<file path="src/rtl/clkdiv_prog.sv">
// clkdiv_prog: runtime-programmable NCH-channel integer clock divider with per-channel ce pulse.
// Optional CLKDIV_ODD_DUTY50_EN: exact 50% duty for odd divisors via a falling-edge flop.
module clkdiv_prog #(
    parameter int NCH = 4,
    parameter int DIV_W = 8,
    parameter int DEFAULT_DIV = 2
) (
    input  logic                    hclkin,
    input  logic                    resetn,
    input  logic                    cfg_valid,
    output logic                    cfg_ready,
    input  logic [$clog2(NCH)-1:0]  cfg_ch,
    input  logic [DIV_W-1:0]        cfg_div,
    input  logic [NCH-1:0]          run_en,
    output logic [NCH-1:0]          cfg_pend,
    output logic [NCH-1:0]          clkout,
    output logic [NCH-1:0]          ce
);
    typedef enum logic {STOP, RUN} state_t;

    // High phase of the registered clock term for divisor d at count c; d = 1 never goes high.
    function automatic logic hi(input logic [DIV_W-1:0] d, input logic [DIV_W-1:0] c);
`ifdef CLKDIV_ODD_DUTY50_EN
        return d > DIV_W'(1) && c < (d >> 1);
`else
        return d > DIV_W'(1) && {1'b0, c} < (({1'b0, d} + 1'b1) >> 1);
`endif
    endfunction

    assign cfg_ready = (int'(cfg_ch) < NCH) ? !cfg_pend[cfg_ch] : 1'b1;

    for (genvar g = 0; g < NCH; g++) begin : g_ch
        state_t           st;
        logic [DIV_W-1:0] d_q, s_q, cnt, nd;
        logic             pend, p, ce_q, acc, wrap;
        assign acc = cfg_valid && !pend && (int'(cfg_ch) == g);
        assign wrap = cnt == d_q - 1'b1;
        assign nd = pend ? s_q : d_q;
        always_ff @(posedge hclkin or negedge resetn) begin
            if (!resetn) begin
                st   <= STOP;
                cnt  <= '0;
                d_q  <= DIV_W'(DEFAULT_DIV);
                s_q  <= DIV_W'(DEFAULT_DIV);
                pend <= 1'b0;
                p    <= 1'b0;
                ce_q <= 1'b0;
            end else begin
                if (acc) begin
                    s_q  <= cfg_div;
                    pend <= 1'b1;
                end
                // Divisor swaps and start/stop decisions happen only on a period boundary.
                if (st == STOP || wrap) begin
                    d_q <= nd;
                    if (pend)
                        pend <= 1'b0;
                    cnt <= '0;
                    if (run_en[g] && nd != '0) begin
                        st   <= RUN;
                        p    <= hi(nd, '0);
                        ce_q <= 1'b1;
                    end else begin
                        st   <= STOP;
                        p    <= 1'b0;
                        ce_q <= 1'b0;
                    end
                end else begin
                    cnt  <= cnt + 1'b1;
                    p    <= hi(d_q, cnt + 1'b1);
                    ce_q <= 1'b0;
                end
            end
        end
        assign cfg_pend[g] = pend;
        assign ce[g] = ce_q;
`ifdef CLKDIV_ODD_DUTY50_EN
        logic pn;
        // Half-cycle stretch of the high phase, only for odd divisors of 3 or more.
        always_ff @(negedge hclkin or negedge resetn) begin
            if (!resetn)
                pn <= 1'b0;
            else
                pn <= p && d_q[0] && d_q > DIV_W'(1);
        end
        assign clkout[g] = p | pn;
`else
        assign clkout[g] = p;
`endif
    end
endmodule
</file>
<file path="config.mk">
export PLATFORM = sky130hd
export DESIGN_NAME = clkdiv_prog
export DESIGN_NICKNAME = d
export VERILOG_FILES = /design/src/rtl/clkdiv_prog.sv
export SDC_FILE = /design/constraint.sdc
export NUM_CORES = 1
export LEC_CHECK = 0
export ABC_AREA = 1
export CORE_MARGIN = 4
export CORE_UTILIZATION = 50
export CTS_CLUSTER_DIAMETER = 50
export DETAILED_ROUTE_END_ITERATION = 7
export PLACE_DENSITY = 0.74
export SYNTH_ARGS = -nofsm -noshare
export SYNTH_HDL_FRONTEND = slang
export SYNTH_SLANG_ARGS = --single-unit
</file>
<file path="constraint.sdc">
create_clock -name hclkin -period 4.8 [get_ports hclkin]
set_input_delay 0.96 -clock hclkin [delete_from_list [all_inputs] [get_ports hclkin]]
set_output_delay 0.96 -clock hclkin [all_outputs]
set_load 0.02 [all_outputs]
</file>
==> metrics <==
crit path launch cfg_ch[0]; worst reg2reg path endpoint g_ch[3].p$_DFF_PN0_; DRC 0; Final min period 3450 ps; synthesized instance count 1,029; Clock Latency Late Sink 360 ps; Post-synth ARST share 1.00; Avg Vias per Cell 5.05; clock root buffer clkbuf_16; DR vias 6,248; Fin. Hold Viols 0; post-detailed-route wirelength per cell 12.8 um; Min-Delay Path Class reg2reg; Critical-path top delay cell clkdlybuf4s50_1; Comb power frac 0.035; n_diodes 0; Seq/Total Area, Yosys 0.359; average size of a mapped cell 7.62 um^2; Post-CTS Setup Inserts 0; initial antenna violation count 0; vias in the first global route 6,027; clock sinks 112; critical path data required time 3840 ps; Clock Power Share 0.437; Main synth FF type dfrtp_1; Worst Path Arrival 2490 ps; post-synth top area cell dfrtp_1; global-route wire length before repair 27,800 um; critical path, cell by cell clkdlybuf4s50_1, inv_1, nor3_1, nor2_1, nand3_1, clkdlybuf4s50_1; I/O pins 30; Net Count, Synth 1,102; RSZ-0062 raised after global routing false; Worst path max stage delay 600 ps; most common cell in the synthesized netlist nand2_1; DRT Wirelength 15,800 um; die area 17,800 um^2; period utilisation layout 0.719; Die X 133 um; layout cell share with drive strength beyond 1 0.0701; total track usage 0.187; Worst setup SP type input port; Worst Setup Path Type in2out; Final Wtd Congestion 0.835; Max Freq 290 MHz; largest net degree at the start of global routing 43; core area 15,300 um^2; hpwl dp 11,700 um; final global-route overflow total 0; Crit path top cell by count clkdlybuf4s50_1; Post-CTS Resized 0; starting density of the core 0.512; Cell Int Power 1.38 mW; max-slew violations 0; Post-synth EDFFs 0; synth top area cells dfrtp_1, nand2_1, ha_1; hold buffer count at cts 0; NetSw 0.416 mW; Seq pwr share 0.529; placed insts 1,222; non-filler cells, final 1,238; drt pass-1 iters 5; Reg clk slew, reported paths 80 ps; area delta synth->final 6.43%; Worst-Margin Slew 576 ps; CP max FO 4; R2R depth 12; CTS tree done; Final ANT Viol Nets 0; layout net count 1,095; reg2reg start g_ch[3].d_q[1]$_DFFE_PN1P_; setup slack, reg-to-reg 2350 ps; Buffers on Ports 29; Synth Register Bits 112; Clock Skew 6.83 ps; Synth Warn # 0; peak supply drop 181 uV; maximum buffer depth of the clock tree 2; Max-Cap Viols 0; post-route cell area 8350 um^2; cts bufs inserted 9; Rows 45; switching share of power 0.232; PwrDens 215 nW/um^2; Synth top cells by count nand2_1, inv_1, dfrtp_1, nor2_1, nand3_1; area post-placement 8050 um^2; status completed; mapped cell area 7850 um^2; Max-Slew Margin vs Limit 0.612; H-tree depth 3; Iteration-0 DRC Markers 373; Vert. Die Dim 133 um; leak pwr 4.27 nW; final setup violation count 0; Synth top area share 0.332; Yosys cell types 40; Worst setup EP type output pin; Setup TNS Final 0 ps; Worst Setup EP cfg_ready
==> stage by stage <==
stage	setup slack, ps	power [mW]	util	hold WS, ps
after floorplan	2430	0.987	-	446
after global placement	1360	1.03	0.525	463
after detailed placement	1340	1.03	0.525	467
after CTS	1340	1.82	0.545	486
after global routing	1200	1.86	0.545	508
final	1350	1.79	0.545	486
==> critical path, delay by kind of cell <==
| family | cells | cell delay, ps |
|---|---|---|
| buffers and inverters | 3 | 1190 |
| and+or+nand+nor | 3 | 340 |
==> layer usage <==
metal,part of all wire,wire (um),global-route usage
met1,0.49,7760,0.256
met2,0.46,7350,0.310
met3,0.029,457,0.0230
met4,0.017,262,0.0589
met5,0,0,0
==> cells in the final DEF (no fill, tap or decap), types with 8 or more instances in the layout <==
master,instances
nand4_1,19
nor2_1,98
nand3_2,9
xor2_1,49
nand2_1,263
dfrtp_1,104
o21ai_0,73
xnor2_1,18
inv_1,105
a21oi_1,23
clkbuf_16,9
clkdlybuf4s50_1,28
nor3_1,10
dfstp_2,8
ha_1,56
nand3_1,81
inv_2,8
==> worst min-delay path by stage <==
stage / slack [ps] / depth (start not counted) / startpoint / end
after detailed placement: 470 / 2 / g_ch[2].s_q[4]$_DFFE_PN0P_ / g_ch[2].s_q[4]$_DFFE_PN0P_
after floorplan: 450 / 2 / g_ch[0].s_q[3]$_DFFE_PN0P_ / g_ch[0].s_q[3]$_DFFE_PN0P_
final: 490 / 2 / g_ch[2].s_q[4]$_DFFE_PN0P_ / g_ch[2].s_q[4]$_DFFE_PN0P_
after CTS: 490 / 2 / g_ch[2].s_q[4]$_DFFE_PN0P_ / g_ch[2].s_q[4]$_DFFE_PN0P_
after global routing: 510 / 2 / g_ch[1].s_q[5]$_DFFE_PN0P_ / g_ch[1].s_q[5]$_DFFE_PN0P_
after global placement: 460 / 2 / g_ch[2].s_q[4]$_DFFE_PN0P_ / g_ch[2].s_q[4]$_DFFE_PN0P_
==> kinds of logic after synthesis <==
group,synth area share
AO/OA/AOI/OAI,0.0715
XOR/XNOR,0.0805
adder cells (fa/ha/maj),0.0893
buffers and inverters,0.103
flip-flops,0.359
AND/OR/NAND/NOR,0.297
==> layout make-up <==
| cell class | instances | area [um^2] |
|---|---|---|
| Fill cell | 1532 | 6970 |
| Multi-Input combinational cell | 752 | 4220 |
| Sequential cell | 112 | 2810 |
| Inverter | 116 | 444 |
| Timing Repair Buffer | 31 | 303 |
| Tap cell | 211 | 264 |
| Clock buffer | 9 | 225 |
| Clock inverter | 7 | 78.8 |
==> flip-flops by register name, indices dropped and copies added, names as in the netlist <==
name	count
g_ch.pend	4
g_ch.d_q	32
g_ch.ce_q	4
g_ch.s_q	32
g_ch.cnt	32
g_ch.st	4
g_ch.p	4
==> power groups by stage <==
stage / clock, mW / combinational [mW] / sequential [mW]
6_report: 0.783 / 0.0620 / 0.949
5_1_grt: 0.836 / 0.0716 / 0.949
4_1_cts: 0.803 / 0.0646 / 0.948
3_5_place_dp: 0 / 0.0644 / 0.967
3_3_place_gp: 0 / 0.0631 / 0.967
2_1_floorplan: 0 / 0.0207 / 0.967
Note: power is estimated with default switching activity, not from simulation.
